==> config.mk <==
export PLATFORM = sky130hd
export DESIGN_NAME = big_core_vga_mem_arb_flat
export DESIGN_NICKNAME = d
export VERILOG_FILES = /design/src/rtl/big_core_vga_mem_arb_pkg.sv /design/src/rtl/big_core_vga_mem_arb_if.sv /design/src/rtl/big_core_vga_fill_addr_gen.sv /design/src/rtl/big_core_vga_mem_arb.sv /design/src/flat_wrapper.sv
export SDC_FILE = /design/constraint.sdc
export NUM_CORES = 1
export LEC_CHECK = 0
export BUFFER_PORTS_ARGS = -buffer_cell sky130_fd_sc_hd__buf_2
export CORE_MARGIN = 5
export CORE_UTILIZATION = 42
export CTS_BUF_LIST = sky130_fd_sc_hd__clkbuf_4
export DETAILED_ROUTE_END_ITERATION = 10
export PLACE_DENSITY = 0.79
export REMOVE_ABC_BUFFERS = 1
export SLEW_MARGIN = 30
export SYNTH_ARGS = -nofsm -noshare
export SYNTH_HDL_FRONTEND = slang
export SYNTH_SLANG_ARGS = --single-unit
==> constraint.sdc <==
create_clock -name CLK_50 -period 3.1 [get_ports CLK_50]
set_input_delay 0.62 -clock CLK_50 [delete_from_list [all_inputs] [get_ports CLK_50]]
set_output_delay 0.62 -clock CLK_50 [all_outputs]
set_load 0.005 [all_outputs]
==> src/rtl/big_core_vga_mem_arb_pkg.sv <==
// Shared types and constants for the VGA frame-buffer port-A arbiter and fill engine.
package big_core_vga_pkg;
  localparam int VGA_MEM_WORDS     = 9600;
  localparam int VGA_WORDS_PER_ROW = 80;

  typedef logic [13:0] t_vga_word_addr;

  typedef enum logic [1:0] {
    VGA_FILL_IDLE = 2'd0,
    VGA_FILL_RUN  = 2'd1,
    VGA_FILL_DONE = 2'd2
  } t_vga_fill_st;
endpackage

==> src/rtl/big_core_vga_mem_arb_if.sv <==
// Core request/response, fill configuration and port-A memory signals of the VGA arbiter.
interface big_core_vga_mem_arb_if;
  import big_core_vga_pkg::*;

  logic           CoreReqValid;
  logic           CoreReqWr;
  t_vga_word_addr CoreReqAddr;
  logic [31:0]    CoreReqData;
  logic [3:0]     CoreReqByteEn;
  logic           CoreReady;
  logic           CoreRspValid;
  logic [31:0]    CoreRspData;

  logic           CfgStart;
  logic           CfgAbort;
  t_vga_word_addr CfgStartWord;
  logic [13:0]    CfgNumWords;
  logic [31:0]    CfgPattern;
  logic           CfgAlt;
  logic           FillBusy;
  logic           FillDone;
  logic           FillAborted;

  t_vga_word_addr MemAddr;
  logic [31:0]    MemData;
  logic [3:0]     MemByteEn;
  logic           MemWrEn;
  logic           MemRdEn;
  logic [31:0]    MemQ;

  modport slave (
    input  CoreReqValid, CoreReqWr, CoreReqAddr, CoreReqData, CoreReqByteEn,
    output CoreReady, CoreRspValid, CoreRspData,
    input  CfgStart, CfgAbort, CfgStartWord, CfgNumWords, CfgPattern, CfgAlt,
    output FillBusy, FillDone, FillAborted,
    output MemAddr, MemData, MemByteEn, MemWrEn, MemRdEn,
    input  MemQ
  );

  modport master (
    output CoreReqValid, CoreReqWr, CoreReqAddr, CoreReqData, CoreReqByteEn,
    input  CoreReady, CoreRspValid, CoreRspData,
    output CfgStart, CfgAbort, CfgStartWord, CfgNumWords, CfgPattern, CfgAlt,
    input  FillBusy, FillDone, FillAborted,
    input  MemAddr, MemData, MemByteEn, MemWrEn, MemRdEn,
    output MemQ
  );
endinterface

==> src/rtl/big_core_vga_fill_addr_gen.sv <==
// Fill range tracker: normalised start address with wrap, clamped remaining count, index parity.
module big_core_vga_fill_addr_gen
  import big_core_vga_pkg::*;
#(
  parameter int MEM_WORDS = VGA_MEM_WORDS
) (
  input  logic           clk,
  input  logic           rst_n,
  input  logic           i_load,
  input  t_vga_word_addr i_start_word,
  input  logic [13:0]    i_num_words,
  input  logic           i_step,
  output t_vga_word_addr o_cur_addr,
  output logic           o_last,
  output logic           o_idx_odd
);
  localparam logic [13:0] W_WORDS = 14'(MEM_WORDS);
  localparam logic [13:0] W_LAST  = 14'(MEM_WORDS - 1);

  t_vga_word_addr r_cur;
  logic [13:0]    r_remain;
  logic           r_odd;

  always_ff @(posedge clk or negedge rst_n) begin
    if (!rst_n) begin
      r_cur    <= '0;
      r_remain <= '0;
      r_odd    <= 1'b0;
    end else if (i_load) begin
      r_cur    <= (i_start_word >= W_WORDS) ? i_start_word - W_WORDS : i_start_word;
      r_remain <= (i_num_words > W_WORDS) ? W_WORDS : i_num_words;
      r_odd    <= 1'b0;
    end else if (i_step) begin
      r_cur    <= (r_cur == W_LAST) ? '0 : r_cur + 14'd1;
      r_remain <= r_remain - 14'd1;
      r_odd    <= ~r_odd;
    end
  end

  assign o_cur_addr = r_cur;
  assign o_last     = (r_remain == 14'd1);
  assign o_idx_odd  = r_odd;
endmodule

==> src/rtl/big_core_vga_mem_arb.sv <==
// VGA memory port-A arbiter: core load/store vs. hardware fill engine.
// Optional fill anti-starvation slot enabled by defining VGA_ARB_FAIR_EN.
module big_core_vga_mem_arb
  import big_core_vga_pkg::*;
#(
  parameter int MEM_WORDS = VGA_MEM_WORDS
`ifdef VGA_ARB_FAIR_EN
  , parameter int FAIR_THRESH = 16
`endif
) (
  input  logic                  CLK_50,
  input  logic                  Reset_N,
  big_core_vga_mem_arb_if.slave bus
);
  localparam logic [1:0] ST_IDLE = VGA_FILL_IDLE;
  localparam logic [1:0] ST_RUN  = VGA_FILL_RUN;
  localparam logic [1:0] ST_DONE = VGA_FILL_DONE;

  logic [1:0]     r_rst_sync;
  logic [1:0]     r_state;
  logic [31:0]    r_pattern;
  logic           r_alt;
  logic           r_aborted;
  logic           r_rsp_vld;
  logic           w_rst_n;
  logic           w_start;
  logic           w_abort;
  logic           w_forced;
  logic           w_core_ready;
  logic           w_grant_core;
  logic           w_fill_wr;
  logic           w_last;
  logic           w_idx_odd;
  t_vga_word_addr w_cur_addr;
  logic [31:0]    w_fill_data;

  // Reset asserts asynchronously but releases on a clock edge.
  always_ff @(posedge CLK_50 or negedge Reset_N) begin
    if (!Reset_N) r_rst_sync <= 2'b00;
    else          r_rst_sync <= {r_rst_sync[0], 1'b1};
  end
  assign w_rst_n = r_rst_sync[1];

  assign w_start      = bus.CfgStart & (r_state == ST_IDLE);
  assign w_abort      = bus.CfgAbort & (r_state == ST_RUN);
  assign w_grant_core = w_rst_n & bus.CoreReqValid & w_core_ready;
  assign w_fill_wr    = (r_state == ST_RUN) & ~w_abort & (~bus.CoreReqValid | w_forced);
  assign w_fill_data  = (r_alt & w_idx_odd) ? ~r_pattern : r_pattern;

`ifdef VGA_ARB_FAIR_EN
  logic [4:0] r_fair_cnt;

  always_ff @(posedge CLK_50 or negedge w_rst_n) begin
    if (!w_rst_n)                          r_fair_cnt <= '0;
    else if (r_state != ST_RUN || w_fill_wr) r_fair_cnt <= '0;
    else if (bus.CoreReqValid && !w_abort)   r_fair_cnt <= r_fair_cnt + 5'd1;
  end

  assign w_forced     = (r_state == ST_RUN) & (r_fair_cnt == 5'(FAIR_THRESH)) & ~bus.CfgAbort;
  assign w_core_ready = ~w_forced;
`else
  assign w_forced     = 1'b0;
  assign w_core_ready = 1'b1;
`endif

  big_core_vga_fill_addr_gen #(
    .MEM_WORDS (MEM_WORDS)
  ) u_addr_gen (
    .clk          (CLK_50),
    .rst_n        (w_rst_n),
    .i_load       (w_start),
    .i_start_word (bus.CfgStartWord),
    .i_num_words  (bus.CfgNumWords),
    .i_step       (w_fill_wr),
    .o_cur_addr   (w_cur_addr),
    .o_last       (w_last),
    .o_idx_odd    (w_idx_odd)
  );

  always_ff @(posedge CLK_50 or negedge w_rst_n) begin
    if (!w_rst_n) begin
      r_state   <= ST_IDLE;
      r_pattern <= '0;
      r_alt     <= 1'b0;
      r_aborted <= 1'b0;
      r_rsp_vld <= 1'b0;
    end else begin
      r_rsp_vld <= w_grant_core & ~bus.CoreReqWr;
      case (r_state)
        ST_IDLE: if (w_start) begin
          r_pattern <= bus.CfgPattern;
          r_alt     <= bus.CfgAlt;
          r_aborted <= 1'b0;
          r_state   <= (bus.CfgNumWords == 14'd0) ? ST_DONE : ST_RUN;
        end
        ST_RUN: begin
          if (w_abort) begin
            r_aborted <= 1'b1;
            r_state   <= ST_DONE;
          end else if (w_fill_wr && w_last) begin
            r_state   <= ST_DONE;
          end
        end
        default: r_state <= ST_IDLE;
      endcase
    end
  end

  always_comb begin
    bus.MemAddr   = '0;
    bus.MemData   = '0;
    bus.MemByteEn = '0;
    bus.MemWrEn   = 1'b0;
    bus.MemRdEn   = 1'b0;
    if (w_grant_core) begin
      bus.MemAddr   = bus.CoreReqAddr;
      bus.MemData   = bus.CoreReqData;
      bus.MemByteEn = bus.CoreReqByteEn;
      bus.MemWrEn   = bus.CoreReqWr;
      bus.MemRdEn   = ~bus.CoreReqWr;
    end else if (w_fill_wr) begin
      bus.MemAddr   = w_cur_addr;
      bus.MemData   = w_fill_data;
      bus.MemByteEn = 4'hF;
      bus.MemWrEn   = 1'b1;
    end
  end

  assign bus.CoreReady    = w_core_ready;
  assign bus.CoreRspValid = r_rsp_vld;
  assign bus.CoreRspData  = r_rsp_vld ? bus.MemQ : 32'd0;
  assign bus.FillBusy     = (r_state == ST_RUN) | (r_state == ST_DONE);
  assign bus.FillDone     = (r_state == ST_DONE);
  assign bus.FillAborted  = r_aborted;
endmodule

==> src/flat_wrapper.sv <==
// flat-port wrapper written by rule: the top's interface ports become plain ports
module big_core_vga_mem_arb_flat import big_core_vga_pkg::*;
#(
  parameter int MEM_WORDS = VGA_MEM_WORDS

)
  (CLK_50, Reset_N, bus_CoreReqValid, bus_CoreReqWr, bus_CoreReqAddr, bus_CoreReqData, bus_CoreReqByteEn, bus_CoreReady, bus_CoreRspValid, bus_CoreRspData, bus_CfgStart, bus_CfgAbort, bus_CfgStartWord, bus_CfgNumWords, bus_CfgPattern, bus_CfgAlt, bus_FillBusy, bus_FillDone, bus_FillAborted, bus_MemAddr, bus_MemData, bus_MemByteEn, bus_MemWrEn, bus_MemRdEn, bus_MemQ);
  big_core_vga_mem_arb_if bus_i ();
  input  logic CLK_50;
  input  logic Reset_N;
  input wire logic [$bits(bus_i.CoreReqValid)-1:0] bus_CoreReqValid;
  input wire logic [$bits(bus_i.CoreReqWr)-1:0] bus_CoreReqWr;
  input wire logic [$bits(bus_i.CoreReqAddr)-1:0] bus_CoreReqAddr;
  input wire logic [$bits(bus_i.CoreReqData)-1:0] bus_CoreReqData;
  input wire logic [$bits(bus_i.CoreReqByteEn)-1:0] bus_CoreReqByteEn;
  output wire logic [$bits(bus_i.CoreReady)-1:0] bus_CoreReady;
  output wire logic [$bits(bus_i.CoreRspValid)-1:0] bus_CoreRspValid;
  output wire logic [$bits(bus_i.CoreRspData)-1:0] bus_CoreRspData;
  input wire logic [$bits(bus_i.CfgStart)-1:0] bus_CfgStart;
  input wire logic [$bits(bus_i.CfgAbort)-1:0] bus_CfgAbort;
  input wire logic [$bits(bus_i.CfgStartWord)-1:0] bus_CfgStartWord;
  input wire logic [$bits(bus_i.CfgNumWords)-1:0] bus_CfgNumWords;
  input wire logic [$bits(bus_i.CfgPattern)-1:0] bus_CfgPattern;
  input wire logic [$bits(bus_i.CfgAlt)-1:0] bus_CfgAlt;
  output wire logic [$bits(bus_i.FillBusy)-1:0] bus_FillBusy;
  output wire logic [$bits(bus_i.FillDone)-1:0] bus_FillDone;
  output wire logic [$bits(bus_i.FillAborted)-1:0] bus_FillAborted;
  output wire logic [$bits(bus_i.MemAddr)-1:0] bus_MemAddr;
  output wire logic [$bits(bus_i.MemData)-1:0] bus_MemData;
  output wire logic [$bits(bus_i.MemByteEn)-1:0] bus_MemByteEn;
  output wire logic [$bits(bus_i.MemWrEn)-1:0] bus_MemWrEn;
  output wire logic [$bits(bus_i.MemRdEn)-1:0] bus_MemRdEn;
  input wire logic [$bits(bus_i.MemQ)-1:0] bus_MemQ;
  assign bus_i.CoreReqValid = bus_CoreReqValid;
  assign bus_i.CoreReqWr = bus_CoreReqWr;
  assign bus_i.CoreReqAddr = bus_CoreReqAddr;
  assign bus_i.CoreReqData = bus_CoreReqData;
  assign bus_i.CoreReqByteEn = bus_CoreReqByteEn;
  assign bus_CoreReady = bus_i.CoreReady;
  assign bus_CoreRspValid = bus_i.CoreRspValid;
  assign bus_CoreRspData = bus_i.CoreRspData;
  assign bus_i.CfgStart = bus_CfgStart;
  assign bus_i.CfgAbort = bus_CfgAbort;
  assign bus_i.CfgStartWord = bus_CfgStartWord;
  assign bus_i.CfgNumWords = bus_CfgNumWords;
  assign bus_i.CfgPattern = bus_CfgPattern;
  assign bus_i.CfgAlt = bus_CfgAlt;
  assign bus_FillBusy = bus_i.FillBusy;
  assign bus_FillDone = bus_i.FillDone;
  assign bus_FillAborted = bus_i.FillAborted;
  assign bus_MemAddr = bus_i.MemAddr;
  assign bus_MemData = bus_i.MemData;
  assign bus_MemByteEn = bus_i.MemByteEn;
  assign bus_MemWrEn = bus_i.MemWrEn;
  assign bus_MemRdEn = bus_i.MemRdEn;
  assign bus_i.MemQ = bus_MemQ;
  big_core_vga_mem_arb #(.MEM_WORDS(MEM_WORDS)) u_core (.CLK_50(CLK_50), .Reset_N(Reset_N), .bus(bus_i));
endmodule
==> out/metrics.cfg <==
[worst_hold_path]
hold_class = reg2async

[placed_design]
dp.cells = 902
dpl.hpwl_um = 10900
gp_congestion = 0.891
port_buffers = 236
placed_area_um2 = 5740

[clock_network]
cts.sinks = 68
cts_root_buf = clkbuf_4
cts_buffer_depth = 2
cts_resized = 0
cts-buffers-inserted = 9
cts-htree-levels = 3
post_cts_buffers = 0
cts_tree = yes
path_clk_slew_ps = 130
clk_latency_ps = 420

[synth]
seq_area_frac_synth = 0.382
synth_cells = 556
synth_edf_count = 0
synth_top_family_by_area = simple AND/OR/NAND/NOR gates
yosys.area_share.xor_xnor = 0.100
synthTopCellsByCount = nand2_1, dfrtp_1, o21ai_0
synthSimpleGateAreaFrac = 0.295
ys.flop_type = dfrtp_1
netlist.area_leader.share = 0.382
yosysTopAreaCell = dfrtp_1
synth_compound_area_frac = 0.155
synth_area_um2 = 4450
ys_types = 56
async_flop_share = 1.00
yosysMostFrequentCell = nand2_1
synth.mux.area_fraction = 0.00450
yosysWarnings = 0
synth_seq_cells = 68
syn_area_per_cell_um2 = 8.01
synth_area_leaders = dfrtp_1, nand2_1, xor2_1
synthAdderAreaFrac = 0.0197

[route]
ant_nets = 0
wire_per_inst_um = 15.3
drtPass1Iterations = 4
drcViolationCount = 0
drt_iter0_drc = 216
vias = 4671
wl_um = 14200
viasPerCell = 5.05

[die]
io_pins = 238
die_h_um = 113
start_util = 0.431
rows = 37
core_region_area_um2 = 10300
die_area_um2 = 12800
die_width_um = 113

[run]
cap_violations = 0

[global_route]
overflow = 0
grt_max_degree = 67
grt_use_total = 0.215
grt_pass1_vias = 4490
antenna_found_initial = 5
grt_pass1_wl_um = 22100

[timing]
max_slew_margin = 0.532
finalCritPeriodShare = 0.913
min_period_ps = 2830
hold_violations = 0
worst_pin_slew_ps = 702
fmax_mhz = 353
fin_hold_ws_ps = 254
clock-skew-final_ps = 26.0
setup_viol = 0
grt_setup_unrepaired = no
maxSlewViolCount = 0

[layout]
nNetsFinal = 935
multi_input_area_um2 = 2580
regArea_um2 = 1700
finalNonFillerCells = 925
fillers = 998
drive_above_1_share = 0.353
synthToLayoutAreaGrowth_pct = 33.2
finalInstanceArea_um2 = 5930

[power_and_ir_drop]
p_leak_uw = 0.00316
ir_worst_vdd_uv = 562
p_per_area_nw_per_um2 = 637

[worst_setup_path]
end_kind = output pin
critPathTopFamily = simple AND/OR/NAND/NOR gates
slowest_delay_ps = 620
start_kind = flop
arrival_ps = 2210
crit_chain = inv_1 -> ha_1 -> or3b_4 -> o21ai_0 -> buf_2
crit_path_max_fanout = 48
crit_type = reg2out
cp.required_ps = 2480
path_buf_inv = 2
slowest_stage = or3b_4

[outcome]
status = complete, no violations

-- registers in the layout, indices dropped and copies added, names as in the netlist --
signal / cells
u_core.r_rst_sync: 2
u_core.u_addr_gen.r_remain: 14
u_core.r_state: 2
u_core.bus.CoreRspValid: 1
u_core.u_addr_gen.o_cur_addr: 14
u_core.bus.FillAborted: 1
u_core.r_alt: 1
u_core.u_addr_gen.o_idx_odd: 1
u_core.r_pattern: 32
-- where the power goes --
| group | total [uW] | internal [uW] | switching (uW) |
|---|---|---|---|
| sequential | 1640 | 1280 | 364 |
| combinational | 1530 | 712 | 818 |
| clock | 606 | 249 | 356 |
-- cells by family (layout without fill, tap and decap cells) --
| family | after synthesis | in the layout |
|---|---|---|
| AND/OR/NAND/NOR | 274 | 274 |
| AO/OA/AOI/OAI | 108 | 108 |
| flip-flops | 68 | 68 |
| XOR/XNOR | 51 | 51 |
| buffers and inverters | 45 | 272 |
| adder cells (fa/ha/maj) | 7 | 7 |
| multiplexers | 2 | 2 |
| other | 1 | 7 |
-- final timing paths --
| kind | start | end | slack [ps] | depth (start not counted) |
|---|---|---|---|---|
| max | u_core.r_state[1] | bus_MemData[26] | 270 | 5 |
| min | u_core.r_rst_sync[1] | u_core.u_addr_gen.o_cur_addr[10] | 250 | 1 |
| max reg2reg | u_core.r_state[1] | u_core.u_addr_gen.o_cur_addr[8] | 770 | 7 |
| min reg2reg | u_core.r_rst_sync[1] | u_core.u_addr_gen.o_cur_addr[10] | 250 | 1 |
| max in group asynchronous | u_core.r_rst_sync[1] | u_core.r_pattern[20] | 2300 | 2 |
| min in group CLK_50 | u_core.r_rst_sync[0] | u_core.r_rst_sync[1] | 360 | 0 |
-- per-stage QoR --
step | util | power [uW] | worst slack [ps] | TNS (ps)
after floorplan | - | 2630 | -637 | -30180
after global placement | 0.556 | 3150 | 615 | 0
after detailed placement | 0.556 | 3190 | 635 | 0
after CTS | 0.571 | 3800 | 210 | 0
after global routing | 0.574 | 4110 | 82.4 | 0
final | 0.574 | 3780 | 271 | 0
-- cell type report --
cell class,count,area share
multi-input combinational,444,0.434
sequential,68,0.287
timing repair buffer,247,0.218
tap,136,0.0287
clock inverter,7,0.0129
clock buffer,9,0.0114
inverter,9,0.00570
antenna,5,0.00211
-- placed cells by master (no fill, tap or decap), types with 2 or more instances in the layout --
cell	instances
nand2_1	165
nor2_1	16
clkinv_4	2
a22o_1	21
buf_12	2
a22oi_1	3
diode_2	5
buf_4	8
ha_1	7
or4_1	4
or2_1	2
nand3b_1	3
and3_1	4
nand2_2	2
nor4_1	7
nand4_1	4
conb_1	2
nor3b_1	3
nor2b_1	3
clkinvlp_4	2
a21oi_1	11
o21ai_0	45
o21ai_1	6
buf_2	236
and2_1	32
a221o_1	3
dfrtp_1	67
a21o_1	3
or3_1	3
inv_1	9
o22ai_1	2
nand3_1	7
xor2_1	41
a31oi_1	4
mux2i_1	2
xnor2_1	10
nor3_1	6
and2_2	2
clkbuf_4	9
-- what timing repair did --
item	in CTS	in global routing
hold endpoints to repair	2	0
endpoints found under the setup margin	0	0
hold buffers	1	0
-- metal layers --
layer / GRT usage / routed length, um
met5: 0 / 0
met4: 0.0649 / 273
met3: 0.0556 / 1080
met2: 0.387 / 7320
met1: 0.252 / 5500
Power figures use the tool's default switching activity.
